[config.mk]
export PLATFORM = sky130hd
export DESIGN_NAME = cpu_core
export DESIGN_NICKNAME = d
export VERILOG_FILES = /design/src/rtl/cpu_pkg.sv /design/src/rtl/cpu_core_reg_file.sv /design/src/rtl/cpu_core.sv
export SDC_FILE = /design/constraint.sdc
export NUM_CORES = 1
export LEC_CHECK = 0
export BUFFER_PORTS_ARGS = -buffer_cell sky130_fd_sc_hd__buf_2
export CORE_MARGIN = 2
export CORE_UTILIZATION = 42
export DETAILED_ROUTE_END_ITERATION = 10
export GPL_TIMING_DRIVEN = 0
export HOLD_SLACK_MARGIN = 0.06
export PLACE_DENSITY = 0.73
export SLEW_MARGIN = 20
export SYNTH_ARGS = -nofsm -noshare
export SYNTH_HDL_FRONTEND = slang
export SYNTH_SLANG_ARGS = --single-unit
[constraint.sdc]
create_clock -name clk -period 1.9 [get_ports clk]
set_input_delay 0.57 -clock clk [delete_from_list [all_inputs] [get_ports clk]]
set_output_delay 0.57 -clock clk [all_outputs]
set_load 0.02 [all_outputs]
[src/rtl/cpu_pkg.sv]
// Shared constants and instruction layout for the single-cycle 8-bit teaching CPU.
// Opcodes, datapath widths and the packed instruction view live here.
package cpu_pkg;

  localparam int DATA_W  = 8;
  localparam int REG_N   = 8;
  localparam int REG_AW  = $clog2(REG_N);
  localparam int PC_W    = 32;
  localparam int PC_STEP = 4;

  localparam logic [7:0] OP_LOADI = 8'h00;
  localparam logic [7:0] OP_MOV   = 8'h01;
  localparam logic [7:0] OP_ADD   = 8'h02;
  localparam logic [7:0] OP_SUB   = 8'h03;
  localparam logic [7:0] OP_AND   = 8'h04;
  localparam logic [7:0] OP_OR    = 8'h05;

  typedef struct packed {
    logic [7:0] opcode;
    logic [7:0] dest;
    logic [7:0] src1;
    logic [7:0] src2;
  } instr_t;

endpackage

[src/rtl/cpu_core_reg_file.sv]
// 8x8-bit register file: two combinational read ports, one synchronous write port,
// asynchronous active-low clear of every entry.
module reg_file
  import cpu_pkg::*;
(
  input  logic              clk,
  input  logic              rst,
  input  logic              i_we,
  input  logic [REG_AW-1:0] i_waddr,
  input  logic [DATA_W-1:0] i_wdata,
  input  logic [REG_AW-1:0] i_raddr1,
  input  logic [REG_AW-1:0] i_raddr2,
  output logic [DATA_W-1:0] o_rdata1,
  output logic [DATA_W-1:0] o_rdata2
);

  logic [DATA_W-1:0] regs [REG_N];

  // NOTE: the array is small and architecturally defined as all-zero after
  // reset, so every entry is cleared; larger RAMs would not be reset this way.
  always_ff @(posedge clk or negedge rst) begin
    if (!rst) begin
      for (int i = 0; i < REG_N; i++) regs[i] <= '0;
    end else if (i_we) begin
      regs[i_waddr] <= i_wdata;
    end
  end

  // Reads return the pre-edge value, so an instruction reading its own
  // destination sees the old contents.
  assign o_rdata1 = regs[i_raddr1];
  assign o_rdata2 = regs[i_raddr2];

endmodule

[src/rtl/cpu_core.sv]
// Single-cycle CPU: decodes one instruction per clock, executes it in the inline ALU,
// writes the register file and advances the PC by 4 on the same rising edge.
module cpu_core
  import cpu_pkg::*;
(
  input  logic [31:0]     instruction,
  input  logic            clk,
  input  logic            rst,
  output logic [PC_W-1:0] pc
);

  instr_t            w_instr;
  logic [DATA_W-1:0] w_rdata1;
  logic [DATA_W-1:0] w_rdata2;
  logic [DATA_W-1:0] w_wdata;
  logic              w_we;
  logic              w_unused;
  logic [PC_W-1:0]   r_pc;

  assign w_instr  = instruction;
  assign w_unused = ^{w_instr.dest[7:REG_AW], w_instr.src1[7:REG_AW]};

  reg_file u_reg_file (
    .clk      (clk),
    .rst      (rst),
    .i_we     (w_we),
    .i_waddr  (w_instr.dest[REG_AW-1:0]),
    .i_wdata  (w_wdata),
    .i_raddr1 (w_instr.src1[REG_AW-1:0]),
    .i_raddr2 (w_instr.src2[REG_AW-1:0]),
    .o_rdata1 (w_rdata1),
    .o_rdata2 (w_rdata2)
  );

  // NOTE: both outputs get a default before the case, so opcodes that are
  // not decoded leave no path unassigned and no latch is inferred.
  always_comb begin
    w_we    = 1'b0;
    w_wdata = '0;
    unique case (w_instr.opcode)
      OP_LOADI: begin w_we = 1'b1; w_wdata = w_instr.src2;                   end
      OP_MOV:   begin w_we = 1'b1; w_wdata = w_rdata2;                       end
      OP_ADD:   begin w_we = 1'b1; w_wdata = w_rdata1 + w_rdata2;            end
      OP_SUB:   begin w_we = 1'b1; w_wdata = w_rdata1 + (~w_rdata2 + 8'd1); end
      OP_AND:   begin w_we = 1'b1; w_wdata = w_rdata1 & w_rdata2;            end
      OP_OR:    begin w_we = 1'b1; w_wdata = w_rdata1 | w_rdata2;            end
      default:  ;
    endcase
  end

  // NOTE: state uses non-blocking assignment so every flop samples pre-edge values.
  always_ff @(posedge clk or negedge rst) begin
    if (!rst) r_pc <= '0;
    else      r_pc <= r_pc + PC_W'(PC_STEP);
  end

  assign pc = r_pc;

endmodule

Word-level counts from Yosys, hierarchy flattened
Cells that the tools add are included.
{"block": "totals", "regBits": 32, "word_cells": 2, "input_bits": 34, "out_inout_bits": 32}
{"block": "op_classes", "add_sub_neg": 1}
{"op": "$add A32 B3 Y32 const B", "n": 1}

Longest topological paths before layout
Gate-level depths: netlist of run 1.
{"block": "depth", "word_depth": 1, "ltp_mapped": 5, "depth_no_buf": 5}

Least setup slack after synthesis of run 1
Ideal clock, no wire load.
{"block": "synth_path", "path_type": "reg2reg", "startpoint": "register r_pc[2] (netlist: pc[2])", "endpoint": "register r_pc[30] (netlist: pc[30])", "stages_incl_launch_ff": 6, "setup_slack_ps": 220, "arrival_time_ps": 1551, "setup_ps": 129, "n_path_buf": 0, "t_required_ps": 1771, "period_less_slack_ps": 1680, "path_cell_list": "dfrtp_1 -> ha_1 -> nand3_1 -> nor4_4 -> nand4_1 -> xnor2_1"}
{"block": "synth_via", "elab_chain_len": 1}
{"element": "start, declared", "line": "cpu_core.sv:18", "source": "logic [PC_W-1:0] r_pc;"}
{"element": "start signal, assigned", "line": "cpu_core.sv:54", "source": "else r_pc <= r_pc + PC_W'(PC_STEP);"}
{"element": "$add A32 B3 Y32", "line": "cpu_core.sv:54"}
No other way between the ends.

Final worst setup path of run 1
{"block": "layout_path", "startpoint": "register r_pc[2] (netlist: pc[2])", "endpoint": "register r_pc[22] (netlist: pc[22])"}
The elaborated chain is that of the path after synthesis.

==> results of run 1 <==
Yosys cell counts (all sizes together):
cell type and n:
dfrtp 30, xnor2 19, nand3 12, nand2 10
xor2 9, nand4 8, nor2 6, and3 4
nor4 4, inv 3, nor3 3, buf 2
conb 1, ha 1, or2 1
final cells by class:
cell class	count	area (sq um)
tap	44	55.1
inverter	3	11.3
timing repair buffer	32	163
multi-input combinational	79	596
fill	290	1440
buffer	2	15.0
sequential	30	751
clock buffer	7	45.0
critical path: stages (launching register included):
cell     delay, ns
dfrtp_1       0.42
ha_1          0.24
nand3_2       0.19
nor4_4        0.33
buf_4         0.20
nand3_1       0.10
xnor2_1       0.14
cell families (layout without fill, tap and decap cells):
group / Yosys count / count (layout) / synth area share (%)
simple gates: 48 / 48 / 23.9
flops: 30 / 30 / 55.0
xor+xnor: 28 / 28 / 18.0
buf+inv: 5 / 44 / 1.93
fa+ha+maj: 1 / 1 / 0.917
other cells: 1 / 2 / 0.275
where the power goes:
part	total [mW]	leakage (nW)	internal, mW	switching [mW]
sequential	0.638	0.405	0.638	0
clock	0.340	0.0254	0.139	0.200
combinational	0.0191	0.452	0.00348	0.0156
layer usage:
layer | share of wire [%] | up-vias
met5 | 0 | -
met4 | 2.2 | 0
met3 | 4.6 | 6
met2 | 48 | 19
met1 | 46 | 424
li1 | - | 460
what timing repair did:
item	4_1_cts	5_1_grt
setup buffers	0	1
resized for setup	0	1
setup endpoints to repair	0	6
metrics by stage:
stage | hold slack (ns) | cell area [sq um]
2_1_floorplan | 0.274 | 1370
3_3_place_gp | 0.457 | 1580
3_5_place_dp | 0.467 | 1580
4_1_cts | 0.277 | 1620
5_1_grt | 0.299 | 1640
6_report | 0.267 | 1640
worst max-delay path by stage:
stage | start | depth (start not counted) | slack (ns) | to
finish | pc[2]$_DFF_PN0_ | 6 | 0.16 | pc[22]$_DFF_PN0_
global route | pc[2]$_DFF_PN0_ | 6 | 0.06 | pc[24]$_DFF_PN0_
CTS | pc[2]$_DFF_PN0_ | 5 | 0.09 | pc[30]$_DFF_PN0_
detailed placement | pc[2]$_DFF_PN0_ | 5 | 0.11 | pc[26]$_DFF_PN0_
global placement | pc[2]$_DFF_PN0_ | 5 | 0.13 | pc[30]$_DFF_PN0_
floorplan | pc[2]$_DFF_PN0_ | 5 | 0.22 | pc[30]$_DFF_PN0_
==> summary.md, run 1 <==
| Metric | Value |
|---|---|
| Status | `complete, no violations` |
| H-tree depth | `2` |
| Initial antenna violation count | `0` |
| RR Startpoint | `pc[2]$_DFF_PN0_` |
| Synth area leaders | `dfrtp_1, xnor2_1, xor2_1` |
| Reg-to-reg setup timing slack | `0.16 ns` |
| Max-cap violation count | `0` |
| Routed WL | `around 2400 um` |
| Overall power | `996 uW` |
| Pin count of the biggest net entering global routing | `31` |
| Area grow syn2layout | `19.9%` |
| Worst-Skew Late Latency | `around 0.32 ns` |
| Fin util | `53.1%` |
| Yosys top cell by area | `dfrtp_1` |
| Critical Path Start Type | `flip-flop` |
| Final worst-path cycle share | `91.5%` |
| Cells after Synth | `between 100 and 150` |
| Count of cell types in the netlist | `20` |
| Met1 Use GR | `around a fifth` |
| Final Max Tran Viols | `0` |
| GRT met3 Usage | `under 10%` |
| PnR worst setup slack | `~0.16 ns` |
| Seq/Total Area, Yosys | `55.0%` |
| Max FFs per register | `30` |
| Worst Setup End Kind | `flip-flop` |
| First-pass GRT wire length | `approximately 3900 um` |
| Drt initial violations | `12` |
| IO buf count | `31` |
| RR Endpoint | `pc[22]$_DFF_PN0_` |
| CTS buffer count | `5` |
| Synthesis-stage register bit count | `30` |
| Worst-path clk slew | `roughly 0.080 ns` |
| CTS sink count | `30` |
| Worst slack at placement | `between 0.1 and 0.15 ns` |
| Worst Clk Skew | `0.00593 ns` |
| GR Layer Usage met2 | `between 20% and 30%` |
| CTS tree | `built` |
| Wire length per cell | `about 12 um` |
| GR peak layer | `met2` |
| Die Y | `just over 60 um` |
| GR Util All Layers | `15.0%` |
| Ant diodes | `0` |
| Die width | `about 61 um` |
| IO Count | `between 60 and 70` |
| Worst r2r path cells | `6` |
| Final hold violations | `0` |
| Min-Delay Path Class | `in -> async` |
| Drt drc | `0` |
| Row count | `20` |
| Worst-path maximum fanout | `6` |
| Peak VDD IR | `about 0.36 mV` |
| Vias per std cell | `about 4.6` |
| Synth top area share | `a little under three fifths` |
| Min Tclk post-route | `about 1.7 ns` |
| Least-Margin Pin Slew | `0.649 ns` |
| Final Non-Filler Cells | `a little under 200` |
| Layout cells sized above 1 | `a little under a third` |
| Vias in the first global route | `875` |
| Pwr/cell area | `roughly 610 mW/mm^2` |
| Relative slew slack | `a little under three fifths` |
| Placed insts | `around 190` |
| Clock Tree Root | `clkbuf_4` |
| Bufs on Longest Clock Path | `2` |
| Nets | `about 190` |
| Yosys warning count | `0` |
| Placeable Area | `0.00308 sq mm` |
| Initial Util | `between 40% and 50%` |
| Setup_tns | `0 ns` |
| Final RePlAce weighted congestion | `0.726` |
| Mean Syn Cell Area | `12.1 sq um` |
| Drt first pass iters | `4` |
| RSZ-0062 raised after global routing | `false` |
| Hold buffer count at cts | `0` |
| Overflow after GRT | `0` |
| Worst endpoint required time | `2.11 ns` |
| Critical path class | `reg -> reg` |
| Final HPWL DP | `roughly 1700 um` |
| Commonest non-fill, non-tap cells in the layout | `buf_2, dfrtp_1, xnor2_1, nand2_1` |
| Via count | `909` |
| Post-DRT Antenna Nets | `0` |
| Die area | `~0.0037 sq mm` |
| Synth Cell Area | `approximately 0.0014 sq mm` |
| Pleak | `about 0.88 nW` |
| Most common cell after layout, fill and taps aside | `buf_2` |
| Fmax | `between 500 and 600 MHz` |
| Final setup fails | `0` |
| Critical path arrival | `slightly below 2 ns` |
Note: power is estimated with default switching activity, not from simulation.
==> run 2: changes to the inputs <==
--- a/config.mk
+++ b/config.mk
@@ -11,8 +11,10 @@
 export DETAILED_ROUTE_END_ITERATION = 10
 export GPL_TIMING_DRIVEN = 0
 export HOLD_SLACK_MARGIN = 0.06
+export MAX_ROUTING_LAYER = met4
 export PLACE_DENSITY = 0.73
 export SLEW_MARGIN = 20
 export SYNTH_ARGS = -nofsm -noshare
 export SYNTH_HDL_FRONTEND = slang
+export SYNTH_HIERARCHICAL = 1
 export SYNTH_SLANG_ARGS = --single-unit
==> constraint.sdc (replaced) <==
create_clock -name clk -period 1.7 [get_ports clk]
set_input_delay 0.51 -clock clk [delete_from_list [all_inputs] [get_ports clk]]
set_output_delay 0.51 -clock clk [all_outputs]
set_load 0.02 [all_outputs]
==> run 2 against run 1 <==
  * Sequential share of layout area decreased by 0.69 points
  * Flip-flop and latch count unchanged
  * Non-clock buffer count increased by 2
  * Critical endpoint is now pc[30]$_DFF_PN0_
  * Largest cell class unchanged
  * Highest routed layer unchanged
==> summary.md, run 2 <==
| Metric | Value |
|---|---|
| Min Tclk post-route | `1.61 ns (was 1.74 ns)` |
| Met1 Use GR | `19.0% (unchanged)` |
| GRT met3 Usage | `5.76% (unchanged)` |
| Max FFs per register | `30 (unchanged)` |
| Internal Power | `872 uW (was 781 uW)` |
| First-pass GRT wire length | `3930 um (was 3910 um)` |
| Status | `complete, no violations (unchanged)` |
| Worst setup path endpoint | `pc[30]$_DFF_PN0_ (was pc[22]$_DFF_PN0_)` |
| Final Max Tran Viols | `0 (unchanged)` |
| Ys async rst share | `100% (unchanged)` |
| Count of cell types in the netlist | `20 (unchanged)` |
| Fmax | `622 MHz (was 575 MHz)` |
| Drt initial violations | `16 (was 12)` |
| Layout cells sized above 1 | `32.3% (was 30.7%)` |
| Die width | `61.0 um (unchanged)` |
| Commonest non-fill, non-tap cells in the layout | `buf_2, dfrtp_1, xnor2_1, nand2_1 (unchanged)` |
| Final worst-path cycle share | `94.6% (was 91.5%)` |
| Yosys warning count | `6 (was 0)` |
| Post-DRT Antenna Nets | `0 (unchanged)` |
| CTS buffer count | `5 (unchanged)` |
| Vias per std cell | `4.66 (was 4.61)` |
| RR Startpoint | `pc[2]$_DFF_PN0_ (unchanged)` |
| Synthesis-stage register bit count | `30 (unchanged)` |
| Die Y | `61.0 um (unchanged)` |
| Leading cell types by count after synthesis | `dfrtp_1, xnor2_1, nand2_1, nand3_1, xor2_1 (unchanged)` |
| Net Switching | `243 uW (was 216 uW)` |
| Nets | `190 (was 188)` |
| Sw Share | `21.8% (was 21.7%)` |
| Overall power | `1.12 mW (was 996 uW)` |
| Critical path class | `reg -> reg (unchanged)` |
| RR Endpoint | `pc[30]$_DFF_PN0_ (was pc[22]$_DFF_PN0_)` |
| Initial Util | `44.3% (unchanged)` |
| Main synth FF type | `dfrtp_1 (unchanged)` |
| Die area | `0.00372 sq mm (unchanged)` |
| Peak VDD IR | `0.402 mV (was 0.359 mV)` |
| H-tree depth | `2 (unchanged)` |
| EDFF count, synth | `0 (unchanged)` |
| Relative slew slack | `56.8% (was 56.7%)` |
| IO Count | `66 (unchanged)` |
| CTS tree | `built (unchanged)` |
| Comb power frac | `1.9% (about the same)` |
| Mean Syn Cell Area | `12.1 sq um (unchanged)` |
| Area grow syn2layout | `21.7% (was 19.9%)` |
| Overflow after GRT | `0 (unchanged)` |
| Clock Tree Root | `clkbuf_4 (unchanged)` |
| GR peak layer | `met2 (unchanged)` |
| Post-route design area | `0.00166 sq mm (was 0.00164 sq mm)` |
| Worst Setup End Kind | `flip-flop (unchanged)` |
| Placed Instance Area | `0.00158 sq mm (unchanged)` |
| Drt drc | `0 (unchanged)` |
| Vias in the first global route | `871 (was 875)` |
| Pin count of the biggest net entering global routing | `31 (unchanged)` |
| Pwr/cell area | `672 mW/mm^2 (was 609 mW/mm^2)` |
| Bufs on Longest Clock Path | `2 (unchanged)` |
| Reg-to-reg setup timing slack | `0.09 ns (was 0.16 ns)` |
| Drt first pass iters | `4 (unchanged)` |
| Hold buffer count at cts | `0 (unchanged)` |
| Clk pwr share | `34.2% (was 34.1%)` |
| Cells after Synth | `113 (unchanged)` |
| Worst r2r path cells | `6 (unchanged)` |
| Worst Clk Skew | `0.00486 ns (was 0.00593 ns)` |
| Worst-Skew Late Latency | `0.33 ns (was 0.32 ns)` |
| Final RePlAce weighted congestion | `0.735 (was 0.726)` |
| Least-Margin Pin Slew | `0.649 ns (about the same)` |
| Final setup fails | `0 (unchanged)` |
| GR Layer Usage met2 | `22.6% (was 22.4%)` |
| Min-Delay Path Class | `in -> async (unchanged)` |
| Wire length per cell | `12.0 um (about the same)` |
| CTS sink count | `30 (unchanged)` |
| Worst-path clk slew | `0.08 ns (about the same)` |
| Synth top area share | `55.0% (unchanged)` |
| RSZ-0062 raised after global routing | `false (unchanged)` |
| Synth area leaders | `dfrtp_1, xnor2_1, xor2_1 (unchanged)` |
| Via count | `927 (was 909)` |
| Pleak | `0.891 nW (was 0.883 nW)` |
| Most common cell after layout, fill and taps aside | `buf_2 (unchanged)` |
| Synth Cell Area | `0.00136 sq mm (unchanged)` |
| Critical Path Start Type | `flip-flop (unchanged)` |
| GR Util All Layers | `15.5% (was 15.0%)` |
| Ant diodes | `0 (unchanged)` |
| Max-cap violation count | `0 (unchanged)` |
| IO buf count | `31 (unchanged)` |
| Final hold violations | `0 (unchanged)` |
| Count leader, synth | `dfrtp_1 (unchanged)` |
| Final HPWL DP | `1740 um (unchanged)` |
| Yosys top cell by area | `dfrtp_1 (unchanged)` |
| Critical path arrival | `1.83 ns (was 1.95 ns)` |
| Worst endpoint required time | `1.92 ns (was 2.11 ns)` |
| Initial antenna violation count | `0 (unchanged)` |
| Routed WL | `2390 um (was 2370 um)` |
| Seq/Total Area, Yosys | `55.0% (unchanged)` |
| Sequential Power Share | `63.9% (was 64.0%)` |
| Row count | `20 (unchanged)` |
| Worst-path maximum fanout | `8 (was 6)` |
| Worst Setup SP | `pc[2]$_DFF_PN0_ (unchanged)` |
| Placeable Area | `0.00308 sq mm (unchanged)` |
[run 2: cell types whose count changed in the layout (fill, tap and decap cells not counted)]
cell / delta
nand3_2: -1
ha_2: +1
nand3_4: +1
ha_1: -1
buf_4: +2
[run 2: what timing repair did]
item                       4_1_cts  5_1_grt
pin swaps                        1        1
resized for setup                1        2
buffers inserted                 1        2
setup endpoints to repair        7       13
[run 2: how the worst min path moves through the flow]
stage | depth (start not counted) | to | from
finish | 1 | pc[9]$_DFF_PN0_ | rst
global route | 1 | pc[13]$_DFF_PN0_ | rst
CTS | 1 | pc[29]$_DFF_PN0_ | rst
detailed placement | 1 | pc[31]$_DFF_PN0_ | pc[31]$_DFF_PN0_
global placement | 1 | pc[31]$_DFF_PN0_ | pc[31]$_DFF_PN0_
floorplan | 0 | pc[10]$_DFF_PN0_ | rst
[run 2: worst max-delay path: stages, from the launching register on]
cell     delay (ns)
dfrtp_1        0.41
ha_2           0.24
nand3_4        0.13
nor4_4         0.26
buf_4          0.20
nand4_1        0.12
xnor2_1        0.14
[run 2: logic make-up after synthesis]
family,synth area share (%)
flip-flops,55.0
adder cells (fa/ha/maj),0.917
XOR/XNOR,18.0
other,0.275
buffers and inverters,1.93
AND/OR/NAND/NOR,23.9
[run 2: per-stage QoR]
step | hold WS, ns | utilization [%] | setup TNS (ns) | instances | worst slack (ns)
final | 0.203 | 53.9 | 0 | 199 | 0.0917
after global routing | 0.239 | 53.9 | 0 | 199 | 0.0207
after CTS | 0.217 | 53.1 | 0 | 197 | 0.0197
after detailed placement | 0.467 | 51.3 | -0.519 | 189 | -0.0873
after global placement | 0.457 | 51.3 | -0.243 | 189 | -0.0668
after floorplan | 0.214 | - | 0 | 114 | 0.0197
[run 2: layout make-up]
type | count | area, sq um
inverter | 3 | 11.3
sequential | 30 | 751
fill | 285 | 1420
clock buffer | 7 | 45.0
timing repair buffer | 34 | 178
multi-input combinational | 79 | 606
buffer | 2 | 15.0
tap | 44 | 55.1
[run 2: metal layers]
layer | routed length [um] | vias up
met4 | 50 | 0
met3 | 113 | 5
li1 | - | 465
met2 | 1130 | 19
met1 | 1100 | 438
met5 | 0 | -
[run 2: power groups by stage]
stage | logic [mW] | registers [mW] | clock network, mW
after CTS | 0.0222 | 0.713 | 0.394
final | 0.0213 | 0.713 | 0.381
after floorplan | 0.00735 | 0.727 | 0
after global routing | 0.0248 | 0.713 | 0.431
after detailed placement | 0.0222 | 0.727 | 0
after global placement | 0.0215 | 0.727 | 0
